$ cat src/rtl/acs_sched.sv
`default_nettype none
// ---------------------------------------------------------------------------
// acs_sched : path-metric / ACS sequencing controller for the Viterbi decoder
// Revision  : 1.0
// ---------------------------------------------------------------------------
module acs_sched #(
  parameter int K         = 5,
  parameter int M         = K - 1,
  parameter int S         = 1 << M,
  parameter int SW        = 2,
  parameter int ACS_LAT   = 1,
  parameter int FRAME_LEN = 64,
  parameter int TW        = 8
) (
  input  logic          clk,
  input  logic          rst_n,
  input  logic          frame_start,
  input  logic          sym_valid,
  input  logic [SW-1:0] sym_data,
  output logic          sym_ready,
  output logic [SW-1:0] sym_q,
  output logic          init_frame,
  output logic          swap_banks,
  output logic [M-1:0]  rd_idx0,
  output logic [M-1:0]  rd_idx1,
  output logic          acs_valid,
  output logic          wr_en,
  output logic [M-1:0]  wr_idx,
  output logic [TW-1:0] step_idx,
  output logic          busy,
  output logic          frame_done
);

  localparam logic [2:0] ST_IDLE  = 3'd0;
  localparam logic [2:0] ST_INIT  = 3'd1;
  localparam logic [2:0] ST_WAIT  = 3'd2;
  localparam logic [2:0] ST_ISSUE = 3'd3;
  localparam logic [2:0] ST_DRAIN = 3'd4;

  localparam logic [M-1:0]  S_LAST    = M'(S - 1);
  localparam logic [M-1:0]  S_HALF    = M'(S / 2);
  localparam logic [M-1:0]  S_ONE     = M'(1);
  localparam logic [TW-1:0] STEP_LAST = TW'(FRAME_LEN - 1);
  localparam logic [TW-1:0] STEP_ONE  = TW'(1);

  logic [2:0]    state_q, state_d;
  logic [M-1:0]  s_q, s_d;
  logic [TW-1:0] step_q, step_d;
  logic [SW-1:0] symbol_q, symbol_d;
  logic          issue;
  logic          last_wr;

  assign issue      = (state_q == ST_ISSUE);
  assign acs_valid  = issue;
  assign sym_ready  = (state_q == ST_WAIT);
  assign busy       = (state_q != ST_IDLE);
  assign rd_idx0    = issue ? (s_q >> 1) : '0;
  assign rd_idx1    = issue ? ((s_q >> 1) | S_HALF) : '0;
  assign step_idx   = step_q;
  assign sym_q      = symbol_q;
  // The final write of a symbol is the single event that closes it out.
  assign last_wr    = wr_en && (wr_idx == S_LAST);

  generate
    if (ACS_LAT == 0) begin : g_lat_zero
      assign wr_en  = issue;
      assign wr_idx = s_q;
    end else begin : g_lat_pipe
      logic [ACS_LAT-1:0] pv_q, pv_d;
      logic [M-1:0]       ps_q [ACS_LAT];
      logic [M-1:0]       ps_d [ACS_LAT];

      always_comb begin
        pv_d[0] = issue;
        ps_d[0] = s_q;
        for (int i = 1; i < ACS_LAT; i++) begin
          pv_d[i] = pv_q[i-1];
          ps_d[i] = ps_q[i-1];
        end
      end

      always_ff @(posedge clk or negedge rst_n) begin
        if (!rst_n) begin
          pv_q <= '0;
          for (int i = 0; i < ACS_LAT; i++) begin
            ps_q[i] <= '0;
          end
        end else begin
          pv_q <= pv_d;
          for (int i = 0; i < ACS_LAT; i++) begin
            ps_q[i] <= ps_d[i];
          end
        end
      end

      assign wr_en  = pv_q[ACS_LAT-1];
      assign wr_idx = ps_q[ACS_LAT-1];
    end
  endgenerate

  always_comb begin
    state_d    = state_q;
    s_d        = s_q;
    step_d     = step_q;
    symbol_d   = symbol_q;
    init_frame = 1'b0;
    swap_banks = 1'b0;
    frame_done = 1'b0;
    case (state_q)
      ST_IDLE: begin
        if (frame_start) begin
          step_d  = '0;
          state_d = ST_INIT;
        end
      end
      ST_INIT: begin
        init_frame = 1'b1;
        swap_banks = 1'b1;
        state_d    = ST_WAIT;
      end
      ST_WAIT: begin
        if (sym_valid) begin
          symbol_d = sym_data;
          s_d      = '0;
          state_d  = ST_ISSUE;
        end
      end
      ST_ISSUE: begin
        s_d = s_q + S_ONE;
        if (s_q == S_LAST) begin
          state_d = ST_DRAIN;
        end
      end
      ST_DRAIN: begin
      end
      default: begin
        state_d = ST_IDLE;
      end
    endcase

    // Zero-latency builds complete from ISSUE; others from the last DRAIN cycle.
    if (last_wr) begin
      swap_banks = 1'b1;
      if (step_q == STEP_LAST) begin
        frame_done = 1'b1;
        state_d    = ST_IDLE;
      end else begin
        step_d  = step_q + STEP_ONE;
        state_d = ST_WAIT;
      end
    end
  end

  always_ff @(posedge clk or negedge rst_n) begin
    if (!rst_n) begin
      state_q  <= ST_IDLE;
      s_q      <= '0;
      step_q   <= '0;
      symbol_q <= '0;
    end else begin
      state_q  <= state_d;
      s_q      <= s_d;
      step_q   <= step_d;
      symbol_q <= symbol_d;
    end
  end

endmodule
`default_nettype wire

$ cat config.mk
export PLATFORM = sky130hd
export DESIGN_NAME = acs_sched
export DESIGN_NICKNAME = d
export VERILOG_FILES = /design/src/rtl/acs_sched.sv
export SDC_FILE = /design/constraint.sdc
export NUM_CORES = 1
export LEC_CHECK = 0
export ABC_AREA = 1
export BUFFER_PORTS_ARGS = -buffer_cell sky130_fd_sc_hd__buf_2
export CELL_PAD_IN_SITES_DETAIL_PLACEMENT = 1
export CELL_PAD_IN_SITES_GLOBAL_PLACEMENT = 2
export CORE_ASPECT_RATIO = 0.9
export CORE_UTILIZATION = 28
export DETAILED_ROUTE_END_ITERATION = 8
export PLACE_DENSITY = 0.75
export SYNTH_ARGS = -nofsm -noshare
export SYNTH_HDL_FRONTEND = slang
export SYNTH_SLANG_ARGS = --single-unit
export TNS_END_PERCENT = 10
$ cat constraint.sdc
create_clock -name clk -period 1.6 [get_ports clk]
set_input_delay 0.24 -clock clk [delete_from_list [all_inputs] [get_ports clk]]
set_output_delay 0.24 -clock clk [all_outputs]
set_load 0.03 [all_outputs]
==> metrics.txt <==
status=finished, violations left; failing checks=setup timing; Post-synth ARST share=1.00; FF-to-FF path depth=8; PD cells=581 mW/mm²; Final Routed Wirelength=3600 µm; Psw=220 µW; WP data arrival=1390 ps; clk root buf=clkbuf_8; total iterations of the first detailed-routing run=4; crit-path cells=nor2_4 > clkinvlp_4 > nor2_4 > buf_6; type of origin of the critical path=flop; first-pass GRT wire length=6150 µm; cells after synthesis=164; I/O Buffers=33; Reg2Reg Setup Slack=220 ps; post-route ant nets=0; RSZ-0062 raised after global routing=true; Syn Area/Cell=7.51 µm²; EDFF count, synth=0; ant diodes=0; H-tree Lvls=1; internal power=788 µW; # placed instances=255; top cells by area, synth=dfrtp_1, nand2_1, nand3_1; Hold Crit Class=primary input to flop; largest net degree at the start of global routing=23; cell mode on critical path=nor2_4; area share of the largest cell type after synthesis=0.447; Final TNS setup=-94.9 ps; crit end category=output pin; Max Root-Sink Buffers=2; Synth area leader=dfrtp_1; hold wc startpoint=sym_data[1]; Reg-to-Reg End=state_q[1]; Die Ht=64.9 µm; register bit total from synthesis=22; fraction of layout cells with a size suffix above 1=0.382; Distinct cells, synth=21; CTS Sinks=22; average wire per standard cell=13.2 µm; Final HPWL DP=2550 µm; P&R area growth vs syn=40.9%; Rel. slew slack=0.657; Setup CP Type=flop to output pin; setup ws final=-31.1 ps; die area=0.00467 mm²; register share of total power=0.554; Tcrit/Tclk final=1.02; design area=0.00173 mm²; Synth Cell Area=0.00123 mm²; number of buffers created by CTS=3; I/O pins=35; dominant synthesized flop cell=dfrtp_1; # Max-Cap Violations=0; syn nets=172; P_leak=0.945 nW; Initial Utilization=0.296; fin nets=221; drc violations=0; Slowest-stage cell, CP=dfrtp_2; CTS tree=built; final worst path period need=1630 ps; vias in the first global route=1266; critical path peak fanout=5; Die X=71.9 µm; DP Area=0.00149 mm²; # setup viols final=5; f_max=613 MHz; slowest stage delay, CP=470 ps; Std-Cell Rows=22; GR Overflow Total=0; number of vias per cell=4.43; clock transition at the registers of the reported paths=80 ps; Switching Share=0.219; worst r2r src=state_q[0]; Worst VDD drop=0.396 mV; crit path launch=state_q[2]; routability cong.=0.791; top-count cell post-synth=nand2_1; 1st-iter DRT viols=28; Crit. path cell count=4; Hold Fails Final Rpt=0; Synth top cells by count=nand2_1, nand3_1, dfrtp_1, inv_1, nor2_1; Buffers & Inverters on Critical Path=2; Power, Total=1.01 mW; register area share after synthesis=0.447; Clock Skews=2.33 ps; CP Capture Point=rd_idx0[1]; number of synthesis warnings=0; CORE AREA=0.00416 mm²; delay-heaviest family, CP=flip-flops; Clk pwr share=0.405; DR vias=1205; Slew Limit Fails=0; Critical Path RT=1360 ps; All-Layer GR Usage=0.170; initial antenna violation count=0; Combinational Power Share=0.041; Non-Filler Instances=272; clk_lat worst skew=260 ps; Worst-Margin Slew=514 ps
-- worst min-delay path by stage --
| stage | to | slack [ps] | cells after the start |
|---|---|---|---|
| 2_1_floorplan | g_lat_pipe.ps_d[0] | -60 | 0 |
| 5_1_grt | sym_q[1] | 240 | 3 |
| 4_1_cts | sym_q[1] | 210 | 3 |
| 6_report | sym_q[1] | 220 | 3 |
| 3_3_place_gp | sym_q[1] | 240 | 1 |
| 3_5_place_dp | step_idx[0] | 250 | 1 |
-- sequential cells by signal, indices dropped and copies added, names as in the netlist --
signal and count:
state_q 3, step_idx 8, wr_idx 4, g_lat_pipe.ps_d 4, sym_q 2, wr_en 1
-- power groups by stage --
stage / sequential (mW) / clock (mW) / combinational (mW)
after floorplan: 0.572 / 0 / 0.0139
after global placement: 0.570 / 0 / 0.0367
after detailed placement: 0.570 / 0 / 0.0376
after CTS: 0.559 / 0.421 / 0.0420
after global routing: 0.559 / 0.451 / 0.0471
final: 0.559 / 0.408 / 0.0414
-- what timing repair did --
| item | 4_1_cts | 5_1_grt |
|---|---|---|
| endpoints found under the hold margin | 22 | 0 |
| hold buffers | 1 | 0 |
| gates cloned | 0 | 0 |
| endpoints found under the setup margin | 7 | 12 |
| pin swaps | 3 | 2 |
| gates resized for setup | 19 | 14 |
| setup buffers | 11 | 1 |
-- kinds of logic after synthesis --
logic type	Yosys count	share of synthesized area
DFF	22	0.447
buffers and inverters	30	0.113
other	1	0.00305
AOI/OAI and AO/OA	7	0.0285
xor gates and xnor gates	3	0.0213
and+or+nand+nor	99	0.367
adders and majority gates	2	0.0203
-- worst register-to-register path, cell delays in order, from the launching register on --
cell and delay, ps:
dfrtp_1 400, buf_4 150, buf_4 130, nor2_1 140
o21ai_0 160, nand3_2 130, nand2_1 60, nand2_1 50
nand2_1 50
-- area by class of cell --
cell class	instances	area [µm²]
Fill cell	529	2420
Multi-Input combinational cell	112	613
Sequential cell	22	553
Timing Repair Buffer	50	344
Inverter	24	93.8
Tap cell	60	75.1
Clock buffer	4	55.1
-- layout by cell type (no fill, tap or decap), drive strengths merged --
master | Yosys | routed
nor3 | 2 | 2
dlygate4sd3 | 0 | 1
inv | 24 | 23
or2 | 1 | 1
nand2 | 50 | 50
xor2 | 2 | 2
clkinvlp | 0 | 1
nand4 | 2 | 2
clkbuf | 0 | 6
dfrtp | 22 | 22
xnor2 | 1 | 1
ha | 2 | 2
conb | 1 | 1
nor2 | 20 | 20
o21ai | 7 | 7
nand3 | 24 | 24
buf | 6 | 47
-- stage by stage --
step	hold slack, ps	setup slack, ps	util
detailed placement	245	91.9	0.358
floorplan	-55.6	-72.5	-
global route	236	-103	0.417
global placement	242	138	0.358
finish	215	-31.1	0.417
CTS	215	-30.5	0.405
-- routing by layer --
metal | vias up | GRT usage | wire, µm | part of all wire
met5 | - | 0 | 0 | 0
met4 | 0 | 0.0221 | 13 | 0.0036
met3 | 2 | 0.0327 | 93 | 0.026
met2 | 24 | 0.307 | 1930 | 0.54
met1 | 581 | 0.216 | 1560 | 0.43
li1 | 598 | - | - | -
(Power assumes the default switching activity.)
